[src/rtl/core_pkg.sv]
// rtl/core_pkg.sv - shared RV32I decode encodings and ID/EX control bundle
package core_pkg;

   localparam logic [6:0] OP_R      = 7'b0110011;
   localparam logic [6:0] OP_I      = 7'b0010011;
   localparam logic [6:0] OP_LOAD   = 7'b0000011;
   localparam logic [6:0] OP_STORE  = 7'b0100011;
   localparam logic [6:0] OP_BRANCH = 7'b1100011;
   localparam logic [6:0] OP_JAL    = 7'b1101111;
   localparam logic [6:0] OP_JALR   = 7'b1100111;
   localparam logic [6:0] OP_LUI    = 7'b0110111;
   localparam logic [6:0] OP_AUIPC  = 7'b0010111;

   typedef enum logic [2:0] {
      IMM_I = 3'd0,
      IMM_S = 3'd1,
      IMM_B = 3'd2,
      IMM_U = 3'd3,
      IMM_J = 3'd4
   } imm_src_e;

   typedef enum logic [4:0] {
      ALU_ADD   = 5'd0,
      ALU_SUB   = 5'd1,
      ALU_SLL   = 5'd2,
      ALU_SLT   = 5'd3,
      ALU_SLTU  = 5'd4,
      ALU_XOR   = 5'd5,
      ALU_SRL   = 5'd6,
      ALU_SRA   = 5'd7,
      ALU_OR    = 5'd8,
      ALU_AND   = 5'd9,
      ALU_PASSB = 5'd10
   } alu_ctrl_e;

   typedef enum logic [1:0] {
      RES_ALU = 2'd0,
      RES_MEM = 2'd1,
      RES_PC4 = 2'd2
   } result_src_e;

   typedef struct packed {
      alu_ctrl_e   alu_ctrl;
      logic        alu_src;
      result_src_e result_src;
      logic        mem_read;
      logic        mem_write;
      logic        reg_write;
      logic        branch;
      logic        jump;
      logic        jalr;
      logic [2:0]  funct3;
      logic        illegal;
   } id_ex_ctrl_t;

   // SUB only exists for register-register; SRA/SRL split on bit 30 for both forms
   function automatic alu_ctrl_e alu_from_funct(input logic [2:0] f3, input logic b30,
                                                input logic is_r);
      case (f3)
         3'b000:  alu_from_funct = (is_r && b30) ? ALU_SUB : ALU_ADD;
         3'b001:  alu_from_funct = ALU_SLL;
         3'b010:  alu_from_funct = ALU_SLT;
         3'b011:  alu_from_funct = ALU_SLTU;
         3'b100:  alu_from_funct = ALU_XOR;
         3'b101:  alu_from_funct = b30 ? ALU_SRA : ALU_SRL;
         3'b110:  alu_from_funct = ALU_OR;
         default: alu_from_funct = ALU_AND;
      endcase
   endfunction

endpackage

[src/rtl/decode_stage_if.sv]
// rtl/decode_stage_if.sv - fetch, write-back and execute side signals of the decode stage
interface decode_stage_if #(
   parameter int XLEN  = 32,
   parameter int NREGS = 32
);
   localparam int AW = $clog2(NREGS);

   logic            in_valid;
   logic            in_ready;
   logic [31:0]     in_instr;
   logic [XLEN-1:0] in_pc;
   logic            flush;
   logic            wb_we;
   logic [AW-1:0]   wb_rd;
   logic [XLEN-1:0] wb_data;
   logic            ex_valid;
   logic            ex_ready;
   logic [XLEN-1:0] ex_pc;
   logic [XLEN-1:0] ex_rd1;
   logic [XLEN-1:0] ex_rd2;
   logic [XLEN-1:0] ex_imm;
   logic [AW-1:0]   ex_rs1;
   logic [AW-1:0]   ex_rs2;
   logic [AW-1:0]   ex_rd;
   logic [4:0]      ex_alu_ctrl;
   logic            ex_alu_src;
   logic [1:0]      ex_result_src;
   logic            ex_mem_read;
   logic            ex_mem_write;
   logic            ex_reg_write;
   logic            ex_branch;
   logic            ex_jump;
   logic            ex_jalr;
   logic [2:0]      ex_funct3;
   logic            ex_illegal;

   modport slave (
      input  in_valid, in_instr, in_pc, flush, wb_we, wb_rd, wb_data, ex_ready,
      output in_ready, ex_valid, ex_pc, ex_rd1, ex_rd2, ex_imm, ex_rs1, ex_rs2, ex_rd,
             ex_alu_ctrl, ex_alu_src, ex_result_src, ex_mem_read, ex_mem_write,
             ex_reg_write, ex_branch, ex_jump, ex_jalr, ex_funct3, ex_illegal
   );

   modport master (
      output in_valid, in_instr, in_pc, flush, wb_we, wb_rd, wb_data, ex_ready,
      input  in_ready, ex_valid, ex_pc, ex_rd1, ex_rd2, ex_imm, ex_rs1, ex_rs2, ex_rd,
             ex_alu_ctrl, ex_alu_src, ex_result_src, ex_mem_read, ex_mem_write,
             ex_reg_write, ex_branch, ex_jump, ex_jalr, ex_funct3, ex_illegal
   );
endinterface

[src/rtl/regfile_bypass.sv]
// rtl/regfile_bypass.sv - architectural register file, two async reads, one sync write
// A same-cycle write-back is forwarded to either read port; x0 is hard zero.
module regfile_bypass #(
   parameter int XLEN  = 32,
   parameter int NREGS = 32,
   localparam int AW   = $clog2(NREGS)
) (
   input  logic            clk,
   input  logic            reset,
   input  logic            i_we,
   input  logic [AW-1:0]   i_wa,
   input  logic [XLEN-1:0] i_wd,
   input  logic [AW-1:0]   i_ra1,
   input  logic [AW-1:0]   i_ra2,
   output logic [XLEN-1:0] o_rd1,
   output logic [XLEN-1:0] o_rd2
);
   logic [XLEN-1:0] r_mem [NREGS];

   always_ff @(posedge clk or posedge reset) begin
      if (reset) begin
         for (int i = 0; i < NREGS; i++) begin
            r_mem[i] <= '0;
         end
      end else if (i_we && (i_wa != '0)) begin
         r_mem[i_wa] <= i_wd;
      end
   end

   assign o_rd1 = (i_ra1 == '0)                ? '0   :
                  (i_we && (i_wa == i_ra1))    ? i_wd : r_mem[i_ra1];
   assign o_rd2 = (i_ra2 == '0)                ? '0   :
                  (i_we && (i_wa == i_ra2))    ? i_wd : r_mem[i_ra2];
endmodule

[src/rtl/decode_stage.sv]
// rtl/decode_stage.sv - RV32I decode stage with registered ID/EX boundary
// Decodes the IF/ID beat, stalls on load-use hazards, flushes on taken branches.
module decode_stage
   import core_pkg::*;
#(
   parameter int XLEN  = 32,
   parameter int NREGS = 32
) (
   input logic           clk,
   input logic           reset,
   decode_stage_if.slave bus
);
   localparam int AW = $clog2(NREGS);

   logic [31:0]     w_instr;
   logic [6:0]      w_opcode;
   logic [2:0]      w_funct3;
   logic [AW-1:0]   w_rs1_f, w_rs2_f, w_rd_f;
   logic [AW-1:0]   w_rs1, w_rs2, w_rd;
   logic            w_use_rs1, w_use_rs2;
   imm_src_e        w_imm_src;
   logic [31:0]     w_imm32;
   logic [XLEN-1:0] w_imm, w_rd1, w_rd2;
   id_ex_ctrl_t     w_ctrl;
   logic            w_hazard, w_can_adv, w_accept, w_clear;

   logic            r_valid;
   id_ex_ctrl_t     r_ctrl;
   logic [XLEN-1:0] r_pc, r_rd1, r_rd2, r_imm;
   logic [AW-1:0]   r_rs1, r_rs2, r_rd;

   assign w_instr  = bus.in_instr;
   assign w_opcode = w_instr[6:0];
   assign w_funct3 = w_instr[14:12];
   assign w_rs1_f  = w_instr[15 +: AW];
   assign w_rs2_f  = w_instr[20 +: AW];
   assign w_rd_f   = w_instr[7 +: AW];

   always_comb begin
      w_ctrl        = '0;
      w_ctrl.funct3 = w_funct3;
      w_imm_src     = IMM_I;
      w_use_rs1     = 1'b0;
      w_use_rs2     = 1'b0;
      case (w_opcode)
         OP_R: begin
            w_ctrl.alu_ctrl  = alu_from_funct(w_funct3, w_instr[30], 1'b1);
            w_ctrl.reg_write = 1'b1;
            w_use_rs1        = 1'b1;
            w_use_rs2        = 1'b1;
         end
         OP_I: begin
            w_ctrl.alu_ctrl  = alu_from_funct(w_funct3, w_instr[30], 1'b0);
            w_ctrl.alu_src   = 1'b1;
            w_ctrl.reg_write = 1'b1;
            w_use_rs1        = 1'b1;
         end
         OP_LOAD: begin
            w_ctrl.alu_src    = 1'b1;
            w_ctrl.result_src = RES_MEM;
            w_ctrl.mem_read   = 1'b1;
            w_ctrl.reg_write  = 1'b1;
            w_use_rs1         = 1'b1;
         end
         OP_STORE: begin
            w_ctrl.alu_src   = 1'b1;
            w_ctrl.mem_write = 1'b1;
            w_imm_src        = IMM_S;
            w_use_rs1        = 1'b1;
            w_use_rs2        = 1'b1;
         end
         OP_BRANCH: begin
            w_ctrl.alu_ctrl = ALU_SUB;
            w_ctrl.branch   = 1'b1;
            w_imm_src       = IMM_B;
            w_use_rs1       = 1'b1;
            w_use_rs2       = 1'b1;
         end
         OP_JAL: begin
            w_ctrl.alu_src    = 1'b1;
            w_ctrl.result_src = RES_PC4;
            w_ctrl.reg_write  = 1'b1;
            w_ctrl.jump       = 1'b1;
            w_imm_src         = IMM_J;
         end
         OP_JALR: begin
            w_ctrl.alu_src    = 1'b1;
            w_ctrl.result_src = RES_PC4;
            w_ctrl.reg_write  = 1'b1;
            w_ctrl.jump       = 1'b1;
            w_ctrl.jalr       = 1'b1;
            w_use_rs1         = 1'b1;
         end
         OP_LUI: begin
            w_ctrl.alu_ctrl  = ALU_PASSB;
            w_ctrl.alu_src   = 1'b1;
            w_ctrl.reg_write = 1'b1;
            w_imm_src        = IMM_U;
         end
         OP_AUIPC: begin
            w_ctrl.alu_src   = 1'b1;
            w_ctrl.reg_write = 1'b1;
            w_imm_src        = IMM_U;
         end
         default: w_ctrl.illegal = 1'b1;
      endcase
   end

   always_comb begin
      case (w_imm_src)
         IMM_S:   w_imm32 = {{20{w_instr[31]}}, w_instr[31:25], w_instr[11:7]};
         IMM_B:   w_imm32 = {{19{w_instr[31]}}, w_instr[31], w_instr[7], w_instr[30:25],
                             w_instr[11:8], 1'b0};
         IMM_U:   w_imm32 = {w_instr[31:12], 12'b0};
         IMM_J:   w_imm32 = {{11{w_instr[31]}}, w_instr[31], w_instr[19:12], w_instr[20],
                             w_instr[30:21], 1'b0};
         default: w_imm32 = {{20{w_instr[31]}}, w_instr[31:20]};
      endcase
   end
   assign w_imm = XLEN'($signed(w_imm32));

   // Unused fields are reported as x0 so EX forwarding never matches on immediate bits
   assign w_rs1 = w_use_rs1        ? w_rs1_f : '0;
   assign w_rs2 = w_use_rs2        ? w_rs2_f : '0;
   assign w_rd  = w_ctrl.reg_write ? w_rd_f  : '0;

   regfile_bypass #(.XLEN(XLEN), .NREGS(NREGS)) u_regfile (
      .clk   (clk),
      .reset (reset),
      .i_we  (bus.wb_we),
      .i_wa  (bus.wb_rd),
      .i_wd  (bus.wb_data),
      .i_ra1 (w_rs1),
      .i_ra2 (w_rs2),
      .o_rd1 (w_rd1),
      .o_rd2 (w_rd2)
   );

   assign w_hazard  = r_valid && r_ctrl.mem_read && (r_rd != '0) &&
                      ((w_use_rs1 && (w_rs1_f == r_rd)) || (w_use_rs2 && (w_rs2_f == r_rd)));
   assign w_can_adv = !r_valid || bus.ex_ready;
   assign w_accept  = bus.in_valid && !bus.flush && !w_hazard && w_can_adv;
   assign w_clear   = bus.flush || (w_can_adv && !w_accept);
   // During a flush fetch must see ready so its killed beat is consumed
   assign bus.in_ready = bus.flush || (!w_hazard && w_can_adv);

   always_ff @(posedge clk or posedge reset) begin
      if (reset) begin
         r_valid <= 1'b0;
         r_ctrl  <= '0;
         r_pc    <= '0;
         r_rd1   <= '0;
         r_rd2   <= '0;
         r_imm   <= '0;
         r_rs1   <= '0;
         r_rs2   <= '0;
         r_rd    <= '0;
      end else if (w_clear) begin
         r_valid <= 1'b0;
         r_ctrl  <= '0;
         r_pc    <= '0;
         r_rd1   <= '0;
         r_rd2   <= '0;
         r_imm   <= '0;
         r_rs1   <= '0;
         r_rs2   <= '0;
         r_rd    <= '0;
      end else if (w_accept) begin
         r_valid <= 1'b1;
         r_ctrl  <= w_ctrl;
         r_pc    <= bus.in_pc;
         r_rd1   <= w_rd1;
         r_rd2   <= w_rd2;
         r_imm   <= w_imm;
         r_rs1   <= w_rs1;
         r_rs2   <= w_rs2;
         r_rd    <= w_rd;
      end
   end

   assign bus.ex_valid      = r_valid;
   assign bus.ex_pc         = r_pc;
   assign bus.ex_rd1        = r_rd1;
   assign bus.ex_rd2        = r_rd2;
   assign bus.ex_imm        = r_imm;
   assign bus.ex_rs1        = r_rs1;
   assign bus.ex_rs2        = r_rs2;
   assign bus.ex_rd         = r_rd;
   assign bus.ex_alu_ctrl   = r_ctrl.alu_ctrl;
   assign bus.ex_alu_src    = r_ctrl.alu_src;
   assign bus.ex_result_src = r_ctrl.result_src;
   assign bus.ex_mem_read   = r_ctrl.mem_read;
   assign bus.ex_mem_write  = r_ctrl.mem_write;
   assign bus.ex_reg_write  = r_ctrl.reg_write;
   assign bus.ex_branch     = r_ctrl.branch;
   assign bus.ex_jump       = r_ctrl.jump;
   assign bus.ex_jalr       = r_ctrl.jalr;
   assign bus.ex_funct3     = r_ctrl.funct3;
   assign bus.ex_illegal    = r_ctrl.illegal;
endmodule
[src/flat_wrapper.sv]
// flat-port wrapper written by rule: the top's interface ports become plain ports
module decode_stage_flat import core_pkg::*;
#(
   parameter int XLEN  = 32,
   parameter int NREGS = 32
)
  (clk, reset, bus_in_valid, bus_in_instr, bus_in_pc, bus_flush, bus_wb_we, bus_wb_rd, bus_wb_data, bus_ex_ready, bus_in_ready, bus_ex_valid, bus_ex_pc, bus_ex_rd1, bus_ex_rd2, bus_ex_imm, bus_ex_rs1, bus_ex_rs2, bus_ex_rd, bus_ex_alu_ctrl, bus_ex_alu_src, bus_ex_result_src, bus_ex_mem_read, bus_ex_mem_write, bus_ex_reg_write, bus_ex_branch, bus_ex_jump, bus_ex_jalr, bus_ex_funct3, bus_ex_illegal);
  decode_stage_if #(.XLEN(XLEN), .NREGS(NREGS)) bus_i ();
  input logic clk;
  input logic reset;
  input wire logic [$bits(bus_i.in_valid)-1:0] bus_in_valid;
  input wire logic [$bits(bus_i.in_instr)-1:0] bus_in_instr;
  input wire logic [$bits(bus_i.in_pc)-1:0] bus_in_pc;
  input wire logic [$bits(bus_i.flush)-1:0] bus_flush;
  input wire logic [$bits(bus_i.wb_we)-1:0] bus_wb_we;
  input wire logic [$bits(bus_i.wb_rd)-1:0] bus_wb_rd;
  input wire logic [$bits(bus_i.wb_data)-1:0] bus_wb_data;
  input wire logic [$bits(bus_i.ex_ready)-1:0] bus_ex_ready;
  output wire logic [$bits(bus_i.in_ready)-1:0] bus_in_ready;
  output wire logic [$bits(bus_i.ex_valid)-1:0] bus_ex_valid;
  output wire logic [$bits(bus_i.ex_pc)-1:0] bus_ex_pc;
  output wire logic [$bits(bus_i.ex_rd1)-1:0] bus_ex_rd1;
  output wire logic [$bits(bus_i.ex_rd2)-1:0] bus_ex_rd2;
  output wire logic [$bits(bus_i.ex_imm)-1:0] bus_ex_imm;
  output wire logic [$bits(bus_i.ex_rs1)-1:0] bus_ex_rs1;
  output wire logic [$bits(bus_i.ex_rs2)-1:0] bus_ex_rs2;
  output wire logic [$bits(bus_i.ex_rd)-1:0] bus_ex_rd;
  output wire logic [$bits(bus_i.ex_alu_ctrl)-1:0] bus_ex_alu_ctrl;
  output wire logic [$bits(bus_i.ex_alu_src)-1:0] bus_ex_alu_src;
  output wire logic [$bits(bus_i.ex_result_src)-1:0] bus_ex_result_src;
  output wire logic [$bits(bus_i.ex_mem_read)-1:0] bus_ex_mem_read;
  output wire logic [$bits(bus_i.ex_mem_write)-1:0] bus_ex_mem_write;
  output wire logic [$bits(bus_i.ex_reg_write)-1:0] bus_ex_reg_write;
  output wire logic [$bits(bus_i.ex_branch)-1:0] bus_ex_branch;
  output wire logic [$bits(bus_i.ex_jump)-1:0] bus_ex_jump;
  output wire logic [$bits(bus_i.ex_jalr)-1:0] bus_ex_jalr;
  output wire logic [$bits(bus_i.ex_funct3)-1:0] bus_ex_funct3;
  output wire logic [$bits(bus_i.ex_illegal)-1:0] bus_ex_illegal;
  assign bus_i.in_valid = bus_in_valid;
  assign bus_i.in_instr = bus_in_instr;
  assign bus_i.in_pc = bus_in_pc;
  assign bus_i.flush = bus_flush;
  assign bus_i.wb_we = bus_wb_we;
  assign bus_i.wb_rd = bus_wb_rd;
  assign bus_i.wb_data = bus_wb_data;
  assign bus_i.ex_ready = bus_ex_ready;
  assign bus_in_ready = bus_i.in_ready;
  assign bus_ex_valid = bus_i.ex_valid;
  assign bus_ex_pc = bus_i.ex_pc;
  assign bus_ex_rd1 = bus_i.ex_rd1;
  assign bus_ex_rd2 = bus_i.ex_rd2;
  assign bus_ex_imm = bus_i.ex_imm;
  assign bus_ex_rs1 = bus_i.ex_rs1;
  assign bus_ex_rs2 = bus_i.ex_rs2;
  assign bus_ex_rd = bus_i.ex_rd;
  assign bus_ex_alu_ctrl = bus_i.ex_alu_ctrl;
  assign bus_ex_alu_src = bus_i.ex_alu_src;
  assign bus_ex_result_src = bus_i.ex_result_src;
  assign bus_ex_mem_read = bus_i.ex_mem_read;
  assign bus_ex_mem_write = bus_i.ex_mem_write;
  assign bus_ex_reg_write = bus_i.ex_reg_write;
  assign bus_ex_branch = bus_i.ex_branch;
  assign bus_ex_jump = bus_i.ex_jump;
  assign bus_ex_jalr = bus_i.ex_jalr;
  assign bus_ex_funct3 = bus_i.ex_funct3;
  assign bus_ex_illegal = bus_i.ex_illegal;
  decode_stage #(.XLEN(XLEN), .NREGS(NREGS)) u_core (.clk(clk), .reset(reset), .bus(bus_i));
endmodule
[config.mk]
export PLATFORM = sky130hd
export DESIGN_NAME = decode_stage_flat
export DESIGN_NICKNAME = d
export VERILOG_FILES = /design/src/rtl/core_pkg.sv /design/src/rtl/decode_stage_if.sv /design/src/rtl/regfile_bypass.sv /design/src/rtl/decode_stage.sv /design/src/flat_wrapper.sv
export SDC_FILE = /design/constraint.sdc
export NUM_CORES = 2
export LEC_CHECK = 0
export BUFFER_PORTS_ARGS = -buffer_cell sky130_fd_sc_hd__buf_2
export CAP_MARGIN = 10
export CORE_ASPECT_RATIO = 1.2
export CORE_UTILIZATION = 44
export CTS_BUF_LIST = sky130_fd_sc_hd__clkbuf_4
export DETAILED_ROUTE_END_ITERATION = 8
export SYNTH_ARGS = -nofsm -noshare
export SYNTH_HDL_FRONTEND = slang
export SYNTH_HIERARCHICAL = 1
export SYNTH_SLANG_ARGS = --single-unit
[constraint.sdc]
create_clock -name clk -period 36.9 [get_ports clk]
set_input_delay 7.38 -clock clk [delete_from_list [all_inputs] [get_ports clk]]
set_output_delay 7.38 -clock clk [all_outputs]
set_load 0.05 [all_outputs]
Word-level counts from Yosys, hierarchy flattened

Cells that the tools add are included.

Register bits: 1,186
Output and inout port bits: 163
Logic and storage cells: 168

Magnitude comparators: 4
Eq/ne operators: 23
Muxes and demuxes: 52
Bitwise operators: 3
Reductions and logical operators: 35

Operators with widths:

| kind                                                            | count |
|---|---|
| 1024-bit bitwise mux                                            | 1 |
| 32-bit 2-to-1 mux                                               | 17 |
| 32-bit binary-select mux with 5-bit select                      | 2 |
| 32-bit demux with 5-bit select                                  | 1 |
| 31-bit one-hot mux with 4 select lines                          | 1 |
| 5-bit one-hot mux with 7 select lines                           | 2 |
| 5-bit 2-to-1 mux                                                | 9 |
| 18-bit 2-to-1 mux                                               | 2 |
| 7-bit by 6-bit == test with 1-bit output, second input constant | 3 |
| 7-bit == test, second input constant                            | 3 |
| 5-bit == test                                                   | 4 |
| 5-bit one-hot mux with 4 select lines                           | 1 |
| 6-bit >= comparator, second input constant                      | 3 |
| 5-bit NOT with 6-bit output                                     | 3 |
| 7-bit by 5-bit == test with 1-bit output, second input constant | 2 |
| 1-bit logical AND                                               | 14 |
| 1-bit 2-to-1 mux                                                | 14 |
| 7-bit OR reduction                                              | 2 |
| 3-bit by 2-bit == test with 1-bit output, second input constant | 4 |
| 3-bit == test, second input constant                            | 4 |
| 3-bit one-hot mux with 4 select lines                           | 1 |
| 5-bit zero test                                                 | 2 |
| 5-bit nonzero test                                              | 2 |
| 9-bit OR reduction                                              | 1 |
| 11 further kinds                                                | 19 |

Depth between registers and ports, before layout

Word-level depth: 13
Gate-level depth with buffers: 16

Cells and area by module

The synthesis kept the hierarchy.

By module, submodules not included:

| module         | times used | cells an instance | area an instance (µm²) | sequential area each (µm²) |
|---|---|---|---|---|
| regfile_bypass | 1          | 3,784             | 54,946.4               | 25,624.6 |
| decode_stage   | 1          | 524               | 6,456.2                | 4,003.8 |

Least setup slack after synthesis

Ideal clock, no wire load.

Path kind: input port to output port
Start point: input port bus_in_instr[2]
End point: output port bus_in_ready
Arrival time: 9.101 ns
Data required time: 29.520 ns
Path slack: 20.419 ns
Stages on the path: 9
Path buffers: 4
Path through: buf_2 > and4bb_2 > and3_1 > buf_2 > nand4_1 > and2_1 > clkbuf_1 > buf_2 > a21o_1

Cells in the longest elaborated chain, start to end: 9

RTL lines:

| element                                                            | RTL line            | source |
|---|---|---|
| start, declared                                                    | flat_wrapper.sv:12  | `input wire logic [$bits(bus_i.in_instr)-1:0] bus_in_instr;` |
| 7-bit by 6-bit == test with 1-bit output (tied with other cells)   | decode_stage.sv:45  | `case (w_opcode)` |
| 6-bit OR reduction (no line) or 3-bit OR reduction (tied branches) | -                   |  |
| 1-bit 2-to-1 mux                                                   | decode_stage.sv:45  |  |
| 1-bit logical AND                                                  | decode_stage.sv:140 | `((w_use_rs1 && (w_rs1_f == r_rd)) \|\| (w_use_rs2 && (w_rs2_f == r_rd)));` |
| 1-bit logical OR *                                                 | decode_stage.sv:140 |  |
| 1-bit logical AND *                                                | decode_stage.sv:139 | `assign w_hazard = r_valid && r_ctrl.mem_read && (r_rd != '0) &&` |
| 1-bit zero test *                                                  | decode_stage.sv:145 | `assign bus.in_ready = bus.flush \|\| (!w_hazard && w_can_adv);` |
| 1-bit logical AND *                                                | decode_stage.sv:145 |  |
| 1-bit logical OR *                                                 | decode_stage.sv:145 |  |
| end, declared                                                      | flat_wrapper.sv:19  | `output wire logic [$bits(bus_i.in_ready)-1:0] bus_in_ready;` |

Mark *: on every way between the ends. The rest lies on a longest branch, timed or not.

Final worst setup path

Ends and elaborated chain as after synthesis.

==> flow_summary.json <==
{
  "layout-drive-gt1-share_pct": 49.6,
  "layout_setup_ws_ps": 20170,
  "wl_per_cell_um": 32.5,
  "synth_nets": 4415,
  "ant_nets": 0,
  "htree_levels": 5,
  "cts_sinks": 1184,
  "crit_path_max_incr_delay_ps": 550,
  "hold_violations": 0,
  "layout.area.seq_um2": 29600,
  "synthDistinctLibCells": 65,
  "fmax_mhz": 59.8,
  "track_usage_pct": 30.3,
  "die_w_um": 343,
  "gp_congestion": 0.913,
  "postPlaceCellArea_um2": 64000,
  "fin_area_um2": 67900,
  "dpl.hpwl_um": 124000,
  "viasPerCell": 6.49,
  "crit_required_ps": 29520,
  "grt_max_degree": 162,
  "swShare_pct": 27.6,
  "post_cts_buffers": 0,
  "routed-via-count": 42727,
  "die_h_um": 411,
  "status": "completed",
  "async_flop_share_pct": 100,
  "crit_arrival_ps": 9350,
  "synth_edf_count": 0,
  "switchingPower_w": 0.000922,
  "synth.avg_cell_area_um2": 14.3,
  "p_clk_share_pct": 34.8,
  "hold_buffers": 0,
  "power_leakage_nw": 29.1,
  "power.share.sequential_pct": 49.9,
  "num_io_pins": 270,
  "ys_ff_latch": 1184,
  "wirelength_um": 214000,
  "ys_seq_area_share_pct": 48.3,
  "place_inst": 6027,
  "finalClockSkew_ps": 57.1,
  "preCtsSetupSlack_ps": 20200,
  "slew_headroom_pct": 10.7,
  "initial_core_util_pct": 44.5,
  "hold_path_class": "reg -> reg",
  "clkTransAtPathRegs_ps": 60,
  "ys_warn_count": 6,
  "grt_antenna_before_repair": 17,
  "first_pass_iters": 8,
  "netlist_instances": 4308,
  "crit_top_cell": "buf_2",
  "cts_resized": 0,
  "clk_latency_ps": 1270,
  "pwr_density_cell_nw_per_um2": 49.2,
  "clockRootBuffer": "clkbuf_4",
  "min_period_over_period_pct": 45.3,
  "report.final.slew_viol_count": 0,
  "cp-start-kind": "input port",
  "critPathKind": "in -> out",
  "finalSetupViolations": 0,
  "path_cells": "buf_2, and4bb_2, and3_1, nand4_1, and2_1, a21o_1, buf_2",
  "p_int_w": 0.00242,
  "reg2reg_depth": 6,
  "multi_input_area_um2": 29700,
  "dr.first_iter.drc_count": 3827,
  "io_buffer_count": 268,
  "hold_depth": 0,
  "tritoncts": "built",
  "gr-total-overflow": 0,
  "die-area_um2": 141000,
  "cts_buffer_depth": 4,
  "critical-path-slowest-cell": "and2_1",
  "rows": 149,
  "nFillCells": 12212,
  "setup_tns_ps": 0,
  "synth_top_flop_cell": "dfrtp_1",
  "area_delta_synth_final_pct": 10.6,
  "cp_max_fo": 16,
  "grt_pass1_wl_um": 309000,
  "grt_pass1_vias": 43358,
  "drc_errors": 0,
  "cp-end-kind": "primary output",
  "cts_buffers": 333,
  "final_cells": 6583,
  "rsz0062_at_grt": "false",
  "core_um2": 138000,
  "synth_area_um2": 61400,
  "tightest_slew_ps": 1330,
  "period_needed_ps": 16730,
  "peakVddDrop_uv": 35.7,
  "combinationalPowerShare_pct": 15.3,
  "cap_violations": 0,
  "finalNetCount": 4657
}
[per-layer routing]
layer | part of all wire [%] | routed length (um) | GRT usage (%)
met1 | 40 | 86500 | 40.1
met2 | 47 | 101000 | 47.7
met3 | 8.0 | 17200 | 6.80
met4 | 4.3 | 9230 | 13.6
met5 | 0.050 | 106 | 0
[cell families (layout without fill, tap and decap cells)]
group / count (synthesis) / after routing / share of synthesized area, %
mux: 1675 / 1675 / 37.2
buf+inv: 485 / 944 / 3.73
other cells: 1 / 5 / 0.00611
compound gates: 657 / 657 / 8.10
flops: 1184 / 1184 / 48.3
xor+xnor: 20 / 20 / 0.285
simple gates: 286 / 286 / 2.38
[synthesized netlist by cell type (19+ instances only)]
| cell | number | area (um2) |
|---|---|---|
| a221oi_1 | 24 | 210 |
| o22ai_1 | 21 | 131 |
| mux2i_1 | 289 | 2890 |
| buf_4 | 40 | 300 |
| dfrtp_1 | 1184 | 29600 |
| o221a_2 | 23 | 259 |
| clkbuf_1 | 253 | 950 |
| nand3_1 | 23 | 115 |
| o21ai_0 | 61 | 305 |
| buf_1 | 47 | 176 |
| mux4_2 | 388 | 8740 |
| buf_2 | 114 | 571 |
| nor2_1 | 64 | 240 |
| buf_6 | 22 | 248 |
| a221o_1 | 26 | 260 |
| a22o_1 | 121 | 1060 |
| a22oi_1 | 190 | 1430 |
| a211o_1 | 19 | 166 |
| nand2_1 | 91 | 342 |
| a21oi_1 | 78 | 390 |
| mux2_2 | 996 | 11200 |
[power by group through the flow]
| stage | Combinational, W | Sequential [W] | Clock (W) |
|---|---|---|---|
| 6_report | 0.000511 | 0.00167 | 0.00116 |
| 3_5_place_dp | 0.000510 | 0.00169 | 0 |
| 3_3_place_gp | 0.000499 | 0.00167 | 0 |
| 5_1_grt | 0.000549 | 0.00169 | 0.00127 |
| 4_1_cts | 0.000512 | 0.00166 | 0.00119 |
| 2_1_floorplan | 0.000404 | 0.00165 | 0 |
[layout by cell type (no fill, tap or decap), types with 10 or more instances in the layout]
| master | synthesis | layout |
|---|---|---|
| mux2i_1 | 289 | 289 |
| a221oi_1 | 24 | 24 |
| a22o_1 | 121 | 121 |
| inv_2 | 0 | 10 |
| mux2_2 | 996 | 996 |
| nand2_1 | 91 | 76 |
| a32o_1 | 17 | 17 |
| o221ai_1 | 12 | 12 |
| o221a_2 | 23 | 23 |
| a211o_1 | 19 | 19 |
| clkbuf_4 | 0 | 487 |
| mux4_2 | 388 | 388 |
| nor2_4 | 0 | 15 |
| a31oi_1 | 17 | 17 |
| nand3_1 | 23 | 23 |
| o2111ai_1 | 10 | 10 |
| dfrtp_1 | 1184 | 1184 |
| xnor2_1 | 10 | 10 |
| a221o_1 | 26 | 26 |
| nand2_2 | 0 | 15 |
| o21ai_0 | 61 | 61 |
| a21oi_1 | 78 | 78 |
| buf_2 | 114 | 268 |
| buf_4 | 40 | 113 |
| a22oi_1 | 190 | 190 |
| xor2_1 | 10 | 10 |
| o22ai_1 | 21 | 21 |
| clkinv_1 | 1 | 52 |
| nor2_1 | 64 | 47 |
| o211ai_1 | 16 | 16 |
[sequential cells by signal, indices dropped and copies added, names as in the netlist]
name / cells
u_core/bus.ex_alu_ctrl: 4
u_core/bus.ex_alu_src: 1
u_core/bus.ex_branch: 1
u_core/bus.ex_funct3: 3
u_core/bus.ex_illegal: 1
u_core/bus.ex_imm: 32
u_core/bus.ex_jalr: 1
u_core/bus.ex_jump: 1
u_core/bus.ex_mem_write: 1
u_core/bus.ex_pc: 32
u_core/bus.ex_rd: 5
u_core/bus.ex_rd1: 32
u_core/bus.ex_rd2: 32
u_core/bus.ex_reg_write: 1
u_core/bus.ex_result_src: 2
u_core/bus.ex_rs1: 5
u_core/bus.ex_rs2: 5
u_core/bus.ex_valid: 1
u_core/u_regfile/r_mem: 1024
[area by class of cell]
type                            instances  share of cell area (%)
Sequential cell                      1184                    43.6
Inverter                                6                  0.0553
Clock inverter                         65                   0.404
Tap cell                             1812                    3.34
Timing Repair Buffer                  386                    3.36
Clock buffer                          487                    5.39
Antenna cell                            4                  0.0147
Multi-Input combinational cell       2639                    43.8
[stage by stage]
step / hold slack, ps / util, % / total power [W]
after global placement: 376 / 46.3 / 0.00217
after floorplan: 441 / - / 0.00206
after global routing: 408 / 49.2 / 0.00351
after detailed placement: 384 / 46.4 / 0.00220
final: 398 / 49.2 / 0.00334
after CTS: 399 / 49.2 / 0.00337
[path summary, 6_finish.rpt]
kind | to | slack [ps] | startpoint
max | bus_in_ready | 20170 | bus_in_instr[2]
min | u_core/u_regfile/r_mem[1016]$_DFFE_PP0P_ | 400 | u_core/u_regfile/r_mem[1016]$_DFFE_PP0P_
max reg2reg | u_core/bus.ex_rd1[17]$_DFFE_PP0P_ | 33360 | u_core/bus.ex_rd[2]$_DFFE_PP0P_
min reg2reg | u_core/u_regfile/r_mem[1016]$_DFFE_PP0P_ | 400 | u_core/u_regfile/r_mem[1016]$_DFFE_PP0P_
max in group asynchronous | u_core/u_regfile/r_mem[266]$_DFFE_PP0P_ | 27290 | reset
min in group asynchronous | u_core/u_regfile/r_mem[480]$_DFFE_PP0P_ | 6340 | reset
[critical path: cells and delay by family]
family,cells,cell delay [ps]
AOI/OAI and AO/OA,1,240
buffers and inverters,2,450
and+or+nand+nor,4,1280
Power figures use the tool's default switching activity.
